--- config.mk ---
export PLATFORM = sky130hd
export DESIGN_NAME = event_flasher
export DESIGN_NICKNAME = d
export VERILOG_FILES = /design/src/rtl/event_flasher_pkg.sv /design/src/rtl/event_flasher_rise_detect.sv /design/src/rtl/event_flasher.sv
export SDC_FILE = /design/constraint.sdc
export NUM_CORES = 1
export LEC_CHECK = 0
export BUFFER_PORTS_ARGS = -buffer_cell sky130_fd_sc_hd__buf_2
export CAP_MARGIN = 20
export CORE_ASPECT_RATIO = 0.75
export CORE_MARGIN = 5
export CORE_UTILIZATION = 30
export CTS_BUF_LIST = sky130_fd_sc_hd__clkbuf_4
export DETAILED_ROUTE_END_ITERATION = 8
export HOLD_SLACK_MARGIN = 0.12
export SLEW_MARGIN = 40
export SYNTH_ARGS = -nofsm -noshare
export SYNTH_HDL_FRONTEND = slang
export SYNTH_SLANG_ARGS = --single-unit
--- constraint.sdc ---
create_clock -name clk -period 2.9 [get_ports clk]
set_input_delay 0 -clock clk [delete_from_list [all_inputs] [get_ports clk]]
set_output_delay 0 -clock clk [all_outputs]
set_load 0.01 [all_outputs]
--- src/rtl/event_flasher_pkg.sv ---
// Shared state encoding and default timing for the event flasher.
package event_flasher_pkg;

  typedef enum logic [1:0] {
    IDLE = 2'd0,
    ON   = 2'd1,
    GAP  = 2'd2
  } state_t;

  localparam int ON_TICKS_DEF  = 3;
  localparam int GAP_TICKS_DEF = 2;
  localparam int PEND_W_DEF    = 4;
  localparam int CNT_W         = 8;

endpackage

--- src/rtl/event_flasher_rise_detect.sv ---
// Rising-edge detector: one-cycle pulse on each 0->1 transition of d.
// pulse is combinational from d and the registered previous sample.
module rise_detect (
  input  logic clk,
  input  logic rst,
  input  logic d,
  output logic pulse
);

  logic d_prev_q;
  logic d_prev_d;

  always_comb begin
    d_prev_d = d;
  end

  always_ff @(posedge clk) begin
    if (rst) begin
      d_prev_q <= 1'b0;
    end else begin
      d_prev_q <= d_prev_d;
    end
  end

  assign pulse = d & ~d_prev_q;

endmodule

--- src/rtl/event_flasher.sv ---
// Queues single-cycle events and replays each as one LED flash timed in slow_clk ticks.
// First flash starts on the first tick after the event; events beyond the queue depth are dropped and flagged.
module event_flasher
  import event_flasher_pkg::*;
#(
  parameter int ON_TICKS  = ON_TICKS_DEF,
  parameter int GAP_TICKS = GAP_TICKS_DEF,
  parameter int PEND_W    = PEND_W_DEF
) (
  input  logic              clk,
  input  logic              rst,
  input  logic              slow_clk,
  input  logic              evt_in,
  input  logic              ovf_clr,
  output logic              led_out,
  output logic              busy,
  output logic [PEND_W-1:0] pending,
  output logic              overflow
);

  localparam logic [CNT_W-1:0]  ON_LAST  = CNT_W'(ON_TICKS - 1);
  localparam logic [CNT_W-1:0]  GAP_LAST = CNT_W'(GAP_TICKS - 1);
  localparam logic [PEND_W-1:0] PEND_MAX = '1;

  state_t             state_q, state_d;
  logic [CNT_W-1:0]   cnt_q, cnt_d;
  logic [PEND_W-1:0]  pend_q, pend_d;
  logic               ovf_q, ovf_d;
  logic               led_q, led_d;
  logic               busy_q, busy_d;
  logic               tick;
  logic               consume;
  logic               ovf_set;

  rise_detect u_tick (
    .clk   (clk),
    .rst   (rst),
    .d     (slow_clk),
    .pulse (tick)
  );

  always_comb begin
    state_d = state_q;
    cnt_d   = cnt_q;
    consume = 1'b0;
    unique case (state_q)
      IDLE: begin
        if (tick && pend_q != '0) begin
          state_d = ON;
          cnt_d   = '0;
          consume = 1'b1;
        end
      end
      ON: begin
        if (tick) begin
          if (cnt_q == ON_LAST) begin
            state_d = GAP;
            cnt_d   = '0;
          end else begin
            cnt_d = cnt_q + 1'b1;
          end
        end
      end
      GAP: begin
        if (tick) begin
          if (cnt_q == GAP_LAST) begin
            cnt_d = '0;
            // Chain straight into the next flash so queued events leave no idle tick.
            if (pend_q != '0) begin
              state_d = ON;
              consume = 1'b1;
            end else begin
              state_d = IDLE;
            end
          end else begin
            cnt_d = cnt_q + 1'b1;
          end
        end
      end
      default: begin
        state_d = IDLE;
        cnt_d   = '0;
      end
    endcase
    led_d  = (state_d == ON);
    busy_d = (state_d != IDLE);
  end

  always_comb begin
    pend_d  = pend_q;
    ovf_set = 1'b0;
    if (evt_in && !consume) begin
      if (pend_q == PEND_MAX) begin
        ovf_set = 1'b1;
      end else begin
        pend_d = pend_q + 1'b1;
      end
    end else if (!evt_in && consume) begin
      pend_d = pend_q - 1'b1;
    end
    if (ovf_set) begin
      ovf_d = 1'b1;
    end else if (ovf_clr) begin
      ovf_d = 1'b0;
    end else begin
      ovf_d = ovf_q;
    end
  end

  always_ff @(posedge clk) begin
    if (rst) begin
      state_q <= IDLE;
      cnt_q   <= '0;
      pend_q  <= '0;
      ovf_q   <= 1'b0;
      led_q   <= 1'b0;
      busy_q  <= 1'b0;
    end else begin
      state_q <= state_d;
      cnt_q   <= cnt_d;
      pend_q  <= pend_d;
      ovf_q   <= ovf_d;
      led_q   <= led_d;
      busy_q  <= busy_d;
    end
  end

  assign led_out  = led_q;
  assign busy     = busy_q;
  assign pending  = pend_q;
  assign overflow = ovf_q;

endmodule
==> qor.csv <==
metric,value,unit
status,"complete, no violations",
synth_edf_count,0,
r2r_setup_slack,0.17,ns
path_class,reg2reg,
io_buffer_count,11,
cap_violations,0,
insertion_delay,0.29,ns
overflow,0,
post-cts-setup-buffer-count,0,
pre_cts_ws,0.1911,ns
antenna_found_initial,0,
synthArstFlopShare,0,%
drtIter0Drc,47,
core_area,3637,µm²
syn_nets,137,
place_congestion,0.8083,
yosys.area.top_type,dfxtp_1,
grt_pass1_vias,879,
synth_seq_cells,18,
netlist_instances,122,
avgSynthCellArea,9.179,µm²
grt_util_met2,14.15,%
final_area,1315,µm²
max_slew.worst_pin.slew,0.4383,ns
setup_viol,0,
use_met1,14.63,%
track_usage,9.929,%
die_w,80.55,µm
grt_max_degree,13,
endpoint,pending[3],
power.leakage,0.4947,nW
worstPathRequired,3.09,ns
period_share,94.06,%
die_h,62.91,µm
whs,0.1547,ns
h-tree-depth,1,
totalWireLength,2.346,mm
vias,951,
fin_nets,157,
remaining_drc_errors,0,
ioPinCount,12,
setup.worst_path.end_class,flop,
total_power,0.0007692,W
finalWorstSetupSlack,0.1722,ns
dieArea,5067,µm²
drive_gt1_share,19.29,%
grt_util_met3,2.594,%
areaGrowthSynthToFinish,17.43,%
viasPerCell,4.953,
rows,19,
crit_arrival,2.92,ns
skew,0.001567,ns
num_antenna_cells,0,
routedWlPerCell,12.22,µm
crit_start,cnt_q[2],
post-synth-top-count-cell,dfxtp_1,
powerDensity,585.0,nW/µm²
busiest_layer,met1,
finalSetupTns,0,ns
post_dp_cell_area,1236,µm²
numClockSinks,18,
cts.path.max_buffers,2,
r2r-start,cnt_q[2],
rsz0062_at_grt,no,
initial_core_util,30.79,%
maxSlewHeadroom,70.67,%
report.final.slew_viol_count,0,
critPathLaunchType,flop,
reg2reg_to,pending[3],
ant_nets,0,
ys_seq_area_share,32.18,%
period_needed,2.728,ns
syn_area,1120,µm²
cts_buffers,3,
synthTopCellsByArea,"dfxtp_1, ha_1, a21oi_1",
clkTransAtPathRegs,0.10,ns
synthTopCellsByCount,"dfxtp_1, ha_1, nor2_1",
yosys_most_used_dff,dfxtp_1,
grt_pass1_wl,4.050,mm
peakVddDrop,0.2629,mV
cts-root-buf,clkbuf_4,
reg2regPathDepth,10,
yosys_warnings,0,
max_freq,0.3666,GHz
synth_top_cell_area_share,32.18,%
dp_hpwl,1.825,mm
cts_tree,done,
critPathMaxFanout,5,
firstDrtPassIters,4,
holdCritPathClass,in2reg,
hold_viol,0,
ys_types,42,
-- metrics by stage --
stage	util, %	std cells
2_1_floorplan	-	122
3_3_place_gp	33.99	184
3_5_place_dp	33.99	184
4_1_cts	35.98	192
5_1_grt	36.15	192
6_report	36.15	192
-- layer usage --
layer,vias up,part of all wire [%]
li1,477,-
met1,450,52
met2,22,42
met3,2,4.7
met4,0,1.2
met5,-,0
-- area by class of cell --
| type | instances | area (µm²) |
|---|---|---|
| fill | 379 | 2322 |
| multi-input combinational | 96 | 735.7 |
| sequential | 18 | 360.3 |
| timing repair buffer | 16 | 105.1 |
| tap | 52 | 65.06 |
| inverter | 7 | 26.28 |
| clock buffer | 3 | 22.52 |
-- cell usage in the layout (no fill, tap or decap), types with 2 or more instances in the layout --
| master | count |
|---|---|
| a21oi_1 | 7 |
| a31oi_1 | 2 |
| a41oi_1 | 2 |
| buf_2 | 11 |
| clkbuf_4 | 3 |
| dfxtp_1 | 18 |
| dlygate4sd3_1 | 5 |
| ha_1 | 9 |
| inv_1 | 7 |
| nand2_1 | 7 |
| nand2b_1 | 2 |
| nand3_1 | 6 |
| nand4_1 | 4 |
| nor2_1 | 9 |
| nor2b_1 | 3 |
| nor3_1 | 5 |
| o21ai_0 | 2 |
| o21ai_1 | 3 |
| or3_1 | 4 |
| xnor2_1 | 4 |
| xor2_1 | 3 |
-- report_power, final --
| group | leakage [nW] | switching (W) | internal [W] |
|---|---|---|---|
| clock | 0.0138 | 0.0000777 | 0.0000484 |
| combinational | 0.334 | 0.000179 | 0.000146 |
| sequential | 0.147 | 0.0000396 | 0.000279 |
| total | 0.495 | 0.000296 | 0.000473 |
-- repair_timing --
item / CTS / global route
endpoints found under the hold margin: 9 / 0
hold buffers: 5 / 0
setup endpoints to repair: 0 / 1
gates resized for setup: 0 / 1
-- worst max-delay path: stages (launching register included) --
cell and delay (ns):
dfxtp_1 0.37, nor4_4 0.45, a41oi_4 0.20, or2_4 0.29, nand2_1 0.15, ha_1 0.25, a21o_1 0.17, a21oi_1 0.21
nor2_1 0.08, a22oi_2 0.14, mux2_4 0.31
-- worst min path at each step --
stage / startpoint / slack (ns) / cells after the start / to
floorplan: rst / 0.07 / 1 / state_q[0]
global placement: slow_clk / 0.24 / 2 / u_tick.d_prev_q
detailed placement: slow_clk / 0.25 / 2 / u_tick.d_prev_q
CTS: evt_in / 0.15 / 4 / pending[0]
global route: evt_in / 0.17 / 4 / pending[0]
finish: evt_in / 0.15 / 4 / pending[0]
-- state kept, by name, indices dropped and copies added (netlist names) --
signal and count:
busy 1, overflow 1, led_out 1, u_tick.d_prev_q 1
state_q 2, cnt_q 8, pending 4
-- logic make-up (layout without fill, tap and decap cells) --
group	Yosys count	in the layout	share of synthesized area, %
adders and majority gates	10	10	11.84
xor gates and xnor gates	7	7	5.475
and+or+nand+nor	50	50	25.70
muxes	1	1	1.340
buffers and inverters	8	26	2.682
AOI/OAI and AO/OA	28	28	20.78
DFF	18	18	32.18
(Power assumes the default switching activity.)
